==> src/rtl/sparse_lif_array.sv <==
// ---------------------------------------------------------------------------
// sparse_lif_array
//
// Purpose:
//   A small array of leaky integrate-and-fire neurons. Input current samples
//   arrive one at a time and are added into a per-neuron pending accumulator.
//   Zero-current samples are not added; they are only counted. A timestep
//   strobe starts a sequential sweep that visits one neuron per cycle. Each
//   visit applies leak, integrates the pending current and checks the
//   threshold, or handles the refractory period. The spike vector for the
//   whole step is published for one cycle once the sweep is finished.
//
// Ports:
//   clk          single clock, all state updates on the rising edge
//   rst          synchronous reset, active-high
//   in_valid     current sample offered
//   in_ready     sample accepted when in_valid && in_ready (IDLE only)
//   in_ch        target neuron index of the sample
//   in_current   unsigned input current
//   step         timestep strobe (one-cycle pulse), ignored while busy
//   state_sel    neuron selected for membrane readout
//   state_out    membrane of neuron state_sel (combinational read)
//   spike_out    spike vector of the last completed step (registered)
//   spike_valid  one-cycle pulse while spike_out carries a new vector
//   skip_count   saturating count of accepted zero-current samples
// ---------------------------------------------------------------------------
module sparse_lif_array #(
  parameter int N_NEUR     = 4,
  parameter int W          = 8,
  parameter int THRESHOLD  = 200,
  parameter int LEAK_SHIFT = 1,
  parameter int REFRAC     = 2,
  localparam int CW        = $clog2(N_NEUR)
) (
  input  logic              clk,
  input  logic              rst,
  input  logic              in_valid,
  output logic              in_ready,
  input  logic [CW-1:0]     in_ch,
  input  logic [W-1:0]      in_current,
  input  logic              step,
  input  logic [CW-1:0]     state_sel,
  output logic [W-1:0]      state_out,
  output logic [N_NEUR-1:0] spike_out,
  output logic              spike_valid,
  output logic [15:0]       skip_count
);

  localparam logic [W-1:0]    THR_W    = W'(THRESHOLD);
  localparam logic [3:0]      REFRAC_W = 4'(REFRAC);
  localparam logic [CW-1:0]   LAST_IDX = CW'(N_NEUR - 1);
  localparam logic [W-1:0]    MAX_W    = '1;

  typedef enum logic [1:0] {
    IDLE,
    UPDATE,
    DONE
  } fsm_t;

  fsm_t fsm_q, fsm_d;

  logic [W-1:0]      state_q [N_NEUR];
  logic [W-1:0]      pend_q  [N_NEUR];
  logic [3:0]        rc_q    [N_NEUR];
  logic [CW-1:0]     idx_q;
  logic [N_NEUR-1:0] spike_acc_q;

  logic              accept;
  logic [W:0]        pend_sum;
  logic [W-1:0]      pend_sat;

  logic [W-1:0]      cur_state;
  logic [W-1:0]      cur_pend;
  logic [3:0]        cur_rc;
  logic [W-1:0]      leaked;
  logic [W:0]        v_wide;
  logic [W-1:0]      v_sat;
  logic              fire;
  logic [N_NEUR-1:0] fire_vec;

  // FSM state register.
  always_ff @(posedge clk) begin
    if (rst) begin
      fsm_q <= IDLE;
    end else begin
      fsm_q <= fsm_d;
    end
  end

  // Next-state and handshake/strobe outputs. Samples are only taken in IDLE,
  // so the sweep never races with pending-accumulator writes. A step that
  // arrives while the sweep is running is dropped, not queued.
  always_comb begin
    fsm_d       = fsm_q;
    in_ready    = 1'b0;
    spike_valid = 1'b0;
    case (fsm_q)
      IDLE: begin
        in_ready = 1'b1;
        if (step) begin
          fsm_d = UPDATE;
        end
      end
      UPDATE: begin
        if (idx_q == LAST_IDX) begin
          fsm_d = DONE;
        end
      end
      DONE: begin
        spike_valid = 1'b1;
        fsm_d       = IDLE;
      end
      default: begin
        fsm_d = IDLE;
      end
    endcase
  end

  assign accept = in_valid && in_ready;

  // Saturating accumulate of an incoming sample into its neuron's pending
  // current. One spare bit catches the carry.
  always_comb begin
    pend_sum = {1'b0, pend_q[in_ch]} + {1'b0, in_current};
    pend_sat = pend_sum[W] ? MAX_W : pend_sum[W-1:0];
  end

  // Membrane update for the neuron currently being visited. The leaked value
  // never exceeds the old state, so only the pending add can overflow. The
  // extra top bit of v_wide detects that overflow, and the result saturates.
  always_comb begin
    cur_state = state_q[idx_q];
    cur_pend  = pend_q[idx_q];
    cur_rc    = rc_q[idx_q];
    leaked    = cur_state - (cur_state >> LEAK_SHIFT);
    v_wide    = {1'b0, leaked} + {1'b0, cur_pend};
    v_sat     = v_wide[W] ? MAX_W : v_wide[W-1:0];
    fire      = (cur_rc == 4'd0) && (v_sat >= THR_W);
    fire_vec  = '0;
    fire_vec[idx_q] = fire;
  end

  // Neuron datapath: sample intake in IDLE, one neuron per cycle in UPDATE.
  // spike_out is loaded on the final visit so that it already holds the new
  // vector during the DONE cycle, when spike_valid is high.
  always_ff @(posedge clk) begin
    if (rst) begin
      for (int i = 0; i < N_NEUR; i++) begin
        state_q[i] <= '0;
        pend_q[i]  <= '0;
        rc_q[i]    <= '0;
      end
      idx_q       <= '0;
      spike_acc_q <= '0;
      spike_out   <= '0;
      skip_count  <= '0;
    end else begin
      case (fsm_q)
        IDLE: begin
          if (accept) begin
            if (in_current != '0) begin
              pend_q[in_ch] <= pend_sat;
            end else if (skip_count != 16'hFFFF) begin
              skip_count <= skip_count + 16'd1;
            end
          end
          if (step) begin
            idx_q       <= '0;
            spike_acc_q <= '0;
          end
        end
        UPDATE: begin
          idx_q          <= idx_q + 1'b1;
          pend_q[idx_q]  <= '0;
          if (cur_rc != 4'd0) begin
            state_q[idx_q] <= '0;
            rc_q[idx_q]    <= cur_rc - 4'd1;
          end else if (fire) begin
            state_q[idx_q] <= '0;
            rc_q[idx_q]    <= REFRAC_W;
          end else begin
            state_q[idx_q] <= v_sat;
          end
          spike_acc_q <= spike_acc_q | fire_vec;
          if (idx_q == LAST_IDX) begin
            spike_out <= spike_acc_q | fire_vec;
          end
        end
        default: begin
        end
      endcase
    end
  end

  // Zero-latency readout straight from the membrane registers.
  assign state_out = state_q[state_sel];

endmodule

==> config.mk <==
export PLATFORM = sky130hd
export DESIGN_NAME = sparse_lif_array
export DESIGN_NICKNAME = d
export VERILOG_FILES = /design/src/rtl/sparse_lif_array.sv
export SDC_FILE = /design/constraint.sdc
export NUM_CORES = 1
export LEC_CHECK = 0
export CAP_MARGIN = 10
export CORE_MARGIN = 4
export CORE_UTILIZATION = 30
export CTS_CLUSTER_SIZE = 30
export DETAILED_ROUTE_END_ITERATION = 12
export GPL_TIMING_DRIVEN = 0
export SYNTH_ARGS = -nofsm -noshare
export SYNTH_HDL_FRONTEND = slang
export SYNTH_SLANG_ARGS = --single-unit
==> constraint.sdc <==
create_clock -name clk -period 7.9 [get_ports clk]
set_clock_uncertainty 0.2 [all_clocks]
set_input_delay 1.58 -clock clk [delete_from_list [all_inputs] [get_ports clk]]
set_output_delay 1.58 -clock clk [all_outputs]
set_load 0.01 [all_outputs]
Word-level counts from Yosys, hierarchy flattened
Memory sizes are Yosys's and may differ from the RTL's. A register that Yosys moved wholly into a read port is not among the register bits.
Cells that the tools add are included.
{"block": "op_classes", "n_bitwise": 6, "n_eq_ne": 6, "add_sub_neg": 6, "mux": 58, "order_cmp": 3, "n_reduce_logical": 16}
{"op": "$mux 8", "count": 7}
{"op": "$mux 1", "count": 31}
{"op": "$mux 2", "count": 13}
{"op": "$reduce_or 8->1", "count": 3}
{"op": "$add 8x8->9", "count": 2}
{"op": "$add 16x1->16 const B", "count": 1}
{"op": "$ne 16x16->1 const B", "count": 1}
{"op": "$mux 4", "count": 3}
{"op": "$ge 8x8->1 const B", "count": 1}
{"op": "$pmux 2 s2", "count": 2}
{"op": "$pmux 4 s2", "count": 1}
{"op": "$reduce_bool 8->1", "count": 1}
{"op": "$sub 8x7->8", "count": 1}
{"op": "$reduce_and 2->1", "count": 3}
{"op": "$and 4x4->4", "count": 1}
{"op": "$eq 2x2->1 const B", "count": 2}
{"op": "$logic_not 4->1", "count": 1}
{"op": "$ne 2x2->1 const B", "count": 2}
{"op": "$or 4x4->4", "count": 1}
{"op": "$reduce_and 4->1", "count": 1}
{"op": "$reduce_bool 4->1", "count": 1}
{"op": "$reduce_or 4->1", "count": 1}
{"op": "$sub 4x1->4 const B", "count": 1}
{"op": "$logic_and 1x1->1", "count": 3}
{"op": "9 further kinds", "count": 11}
{"block": "totals", "ramBits": 80, "mem_count": 3, "word_cells": 103, "register_bits": 28}
{"memory": "pend_q", "words": 4, "width": 8, "rd": 2, "rd_clocked_by_memory_dff": 1, "wr": 4, "line_no": "63", "source": "logic [W-1:0] pend_q [N_NEUR];"}
{"memory": "state_q", "words": 4, "width": 8, "rd": 2, "rd_clocked_by_memory_dff": 1, "wr": 4, "line_no": "62", "source": "logic [W-1:0] state_q [N_NEUR];"}
{"memory": "rc_q", "words": 4, "width": 4, "rd": 1, "rd_clocked_by_memory_dff": 1, "wr": 4, "line_no": "64", "source": "logic [3:0] rc_q [N_NEUR];"}

Longest topological paths before layout
{"block": "logic_depth", "ltp_word": 14, "depth_mapped": 21}

Least setup slack after synthesis
Ideal clock, no wire load.
{"block": "synth_path", "path_kind": "input to register", "start": "input in_ch[0]", "end": "memory pend_q[0][7], data pin", "required_time_ps": 7415, "arrival_time_ps": 4413, "stages": 9, "n_path_buf": 1, "slack_ps": 3003, "cell_sequence": "clkbuf_1 mux4_2 ha_1 a21o_1 a21o_1 a211o_1 a21o_1 a2111oi_1 nor3_1"}
{"element": "from (decl)", "line_no": "39", "source": "input logic [CW-1:0] in_ch,"}
{"element": "to (decl)", "line_no": "63"}

==> metrics <==
Fin Setup TNS 0 ns; Post-Synth XOR/XNOR Area 3.51%; number of distinct library cells after synthesis 55; clock sink total 110; largest family of logic cells by synthesized area simple AND/OR/NAND/NOR gates; pin count of the biggest net entering global routing 19; endpoint class of the critical path flip-flop; syn_nets 638; Die Ht 155 um; RSZ-0062 raised after global routing false; Post-CTS Setup Repair Bufs 0; First-pass DRT Iterations 4; total track usage 13.3%; Worst EP required 7.86 ns; Clock Tree Buf Depth 2; die span in x 155 um; Clk pin slew, worst setup/hold paths 0.08 ns; Min-Delay Path Class flip-flop to flip-flop; Root Driver clkbuf_16; post-DP HPWL 11.6 mm; Post-DRT Antenna Nets 0; cell area after synthesis 6490 um^2; routed vias 4,788; sequential area share after synthesis 46.2%; GPL Wtd Cong 0.792; post-DR wirelength/cell 16.7 um; Synth Area in Simple Gates 16.2%; IO buf count 43; clk_lat worst skew 0.35 ns; Final Max Slew Viols 0; pwr/cell area 263 nW/um^2; Main synth FF type edfxtp_1; initial antenna violation count 0; Final min period 5.76 ns; Mapped Cells 590; setup violators final 0; Ports 46; Yosys warning count 0; DRC viols 0; max-capacitance violation count 0; layout cells sized above 1 11.2%; first-pass GRT wire length 25.5 mm; diodes inserted 0; row count 53; CP max FO 10; critical path arrival 5.72 ns; ys async rst share 0%; First DRT Iteration DRCs 275; area delta synth->final 17.3%; fillcell total 2,061; final hold viol count 0; final period utilization 73.0%; Max Clk Rate 174 MHz; Worst Path Class, Setup flip-flop to flip-flop; DP Worst Slack 2.06 ns; outcome finished, final reports clean; die area 24,100 um^2; H-tree Lvls 3; vias in the first global route 4,775; WL final 15.5 mm; Synth Register Bits 110; effective utilization at floorplan 30.7%; Lkg Pwr 2.73 nW; CTS tree yes; Worst VDD drop 0.123 mV; post-synthesis mux area share 12.8%; grt total ovfl 0; EDFF count, synth 80; adder-cell share of the synthesized area 6.51%; post-DR vias/cell 5.15; Slew headroom 35.3%; Mean Syn Cell Area 11.0 um^2; CTS Buf Count 9; Final nets 697; complex-gate fraction of the synthesized area 10.6%; Core Area 21,200 um^2; Hold-fix buffers, CTS 0; Worst Max-Slew Pin Slew 0.964 ns; CTS resizes 0; Worst setup SP type flip-flop; Final WS setup 2.14 ns
[synthesized netlist by cell type (4+ instances only)]
| cell type | number | share of area (%) |
|---|---|---|
| nor3_1 | 33 | 2.5 |
| o31a_1 | 4 | 0.54 |
| o31ai_1 | 4 | 0.46 |
| nor2_1 | 68 | 3.9 |
| o21ai_0 | 28 | 2.2 |
| edfxtp_1 | 80 | 37 |
| xor2_1 | 13 | 1.8 |
| a211oi_1 | 9 | 1.0 |
| nor2b_1 | 5 | 0.48 |
| ha_1 | 29 | 5.6 |
| a21o_1 | 10 | 1.2 |
| o21a_1 | 5 | 0.58 |
| nand4_1 | 9 | 0.87 |
| inv_1 | 30 | 1.7 |
| nand3_1 | 23 | 1.8 |
| and3_1 | 6 | 0.58 |
| buf_6 | 4 | 0.69 |
| xnor2_1 | 13 | 1.8 |
| and2_1 | 4 | 0.39 |
| nand2_1 | 27 | 1.6 |
| mux4_2 | 36 | 12 |
| or3_1 | 4 | 0.39 |
| a21oi_1 | 28 | 2.2 |
| nor4_1 | 20 | 1.9 |
| clkbuf_1 | 21 | 1.2 |
| dfxtp_1 | 30 | 9.2 |
| buf_2 | 4 | 0.31 |
[kinds of logic after synthesis]
family                     after synthesis
adders and majority gates               32
xor gates and xnor gates                26
buffers and inverters                   63
muxes                                   38
DFF                                    110
AOI/OAI and AO/OA                      107
and+or+nand+nor                        214
[through the flow]
step | hold slack, ns | instances | power (mW) | instance area, um^2 | util [%]
final | 0.260 | 929 | 2.00 | 7620 | 36.0
after global routing | 0.291 | 929 | 2.14 | 7620 | 36.0
after CTS | 0.266 | 929 | 2.01 | 7620 | 36.0
after detailed placement | 0.247 | 913 | 1.55 | 7320 | 34.6
after global placement | 0.235 | 908 | 1.54 | 7270 | 34.4
after floorplan | 0.220 | 590 | 1.32 | 6490 | -
[cell usage in the layout, fill, tap and decap left out, types with 4 or more instances in the layout]
cell / instances
xor2_1: 13
inv_1: 30
buf_6: 4
and2_1: 4
dfxtp_1: 30
clkbuf_1: 22
o31a_1: 4
a211oi_1: 9
mux4_2: 36
nand2_1: 27
and3_1: 6
nor3_1: 33
o31ai_2: 4
edfxtp_1: 80
or3_1: 4
clkbuf_16: 9
o21a_1: 5
a21o_1: 10
nand4_1: 9
ha_1: 29
xnor2_1: 13
nand3_1: 23
nor2b_1: 5
o21ai_0: 28
nor2_1: 68
a21oi_1: 28
nor4_1: 20
buf_2: 7
clkdlybuf4s50_1: 43
[layer usage]
layer | vias to the layer above | share of wire (%) | global-route usage (%)
li1 | 2366 | - | -
met1 | 2303 | 49 | 19.0
met4 | 0 | 0.91 | 2.69
met3 | 12 | 5.1 | 3.17
met2 | 107 | 45 | 20.7
met5 | - | 0 | 0
[critical path, stage by stage, from the launching register on]
cell and delay (ns):
dfxtp_1 0.34, clkbuf_1 0.55, clkbuf_1 0.60, mux4_2 0.33, inv_1 0.04, ha_1 0.20
fa_1 0.41, o21ai_0 0.20, a21oi_1 0.13, o21bai_1 0.16, a21oi_1 0.10, xnor2_1 0.16
ha_1 0.25, clkbuf_1 0.19, a2111oi_0 0.44, o21ai_0 0.21, nand2_1 0.14, nand4_1 0.12
and3_1 0.23, buf_6 0.14, buf_2 0.20, nor4_1 0.23
[flip-flops by register name (all words and copies together) (netlist names), named ones only]
| name | flops |
|---|---|
| idx_q | 2 |
| state_q | 32 |
| spike_acc_q | 4 |
| skip_count | 16 |
| fsm_q | 2 |
| spike_out | 4 |
| pend_q | 32 |
| rc_q | 16 |
[worst paths after layout]
kind                     to  cells after the start      startpoint  slack [ns]
max reg2reg   state_q[3][1]                     21       flip-flop        2.14
min reg2reg  spike_acc_q[2]                      2  spike_acc_q[2]        0.26
max           state_q[3][1]                     21       flip-flop        2.14
min          spike_acc_q[2]                      2  spike_acc_q[2]        0.26
[where the power goes]
part           leakage, nW  internal [mW]  switching (mW)
logic                 1.51          0.306           0.548
registers             1.08          0.669          0.0160
clock network        0.143          0.249           0.212
total                 2.73           1.22           0.776
[final cells by class]
type	instances	area, um^2	share of cell area [%]
multi-input cells	417	3240	42.5
flip-flops and latches	110	3000	39.4
repair buffers	48	460	6.05
well taps	275	344	4.52
clock buffers	10	229	3.01
plain buffers	31	151	1.99
inverters	32	120	1.58
clock inverters	6	68.8	0.904
(Power assumes the default switching activity.)
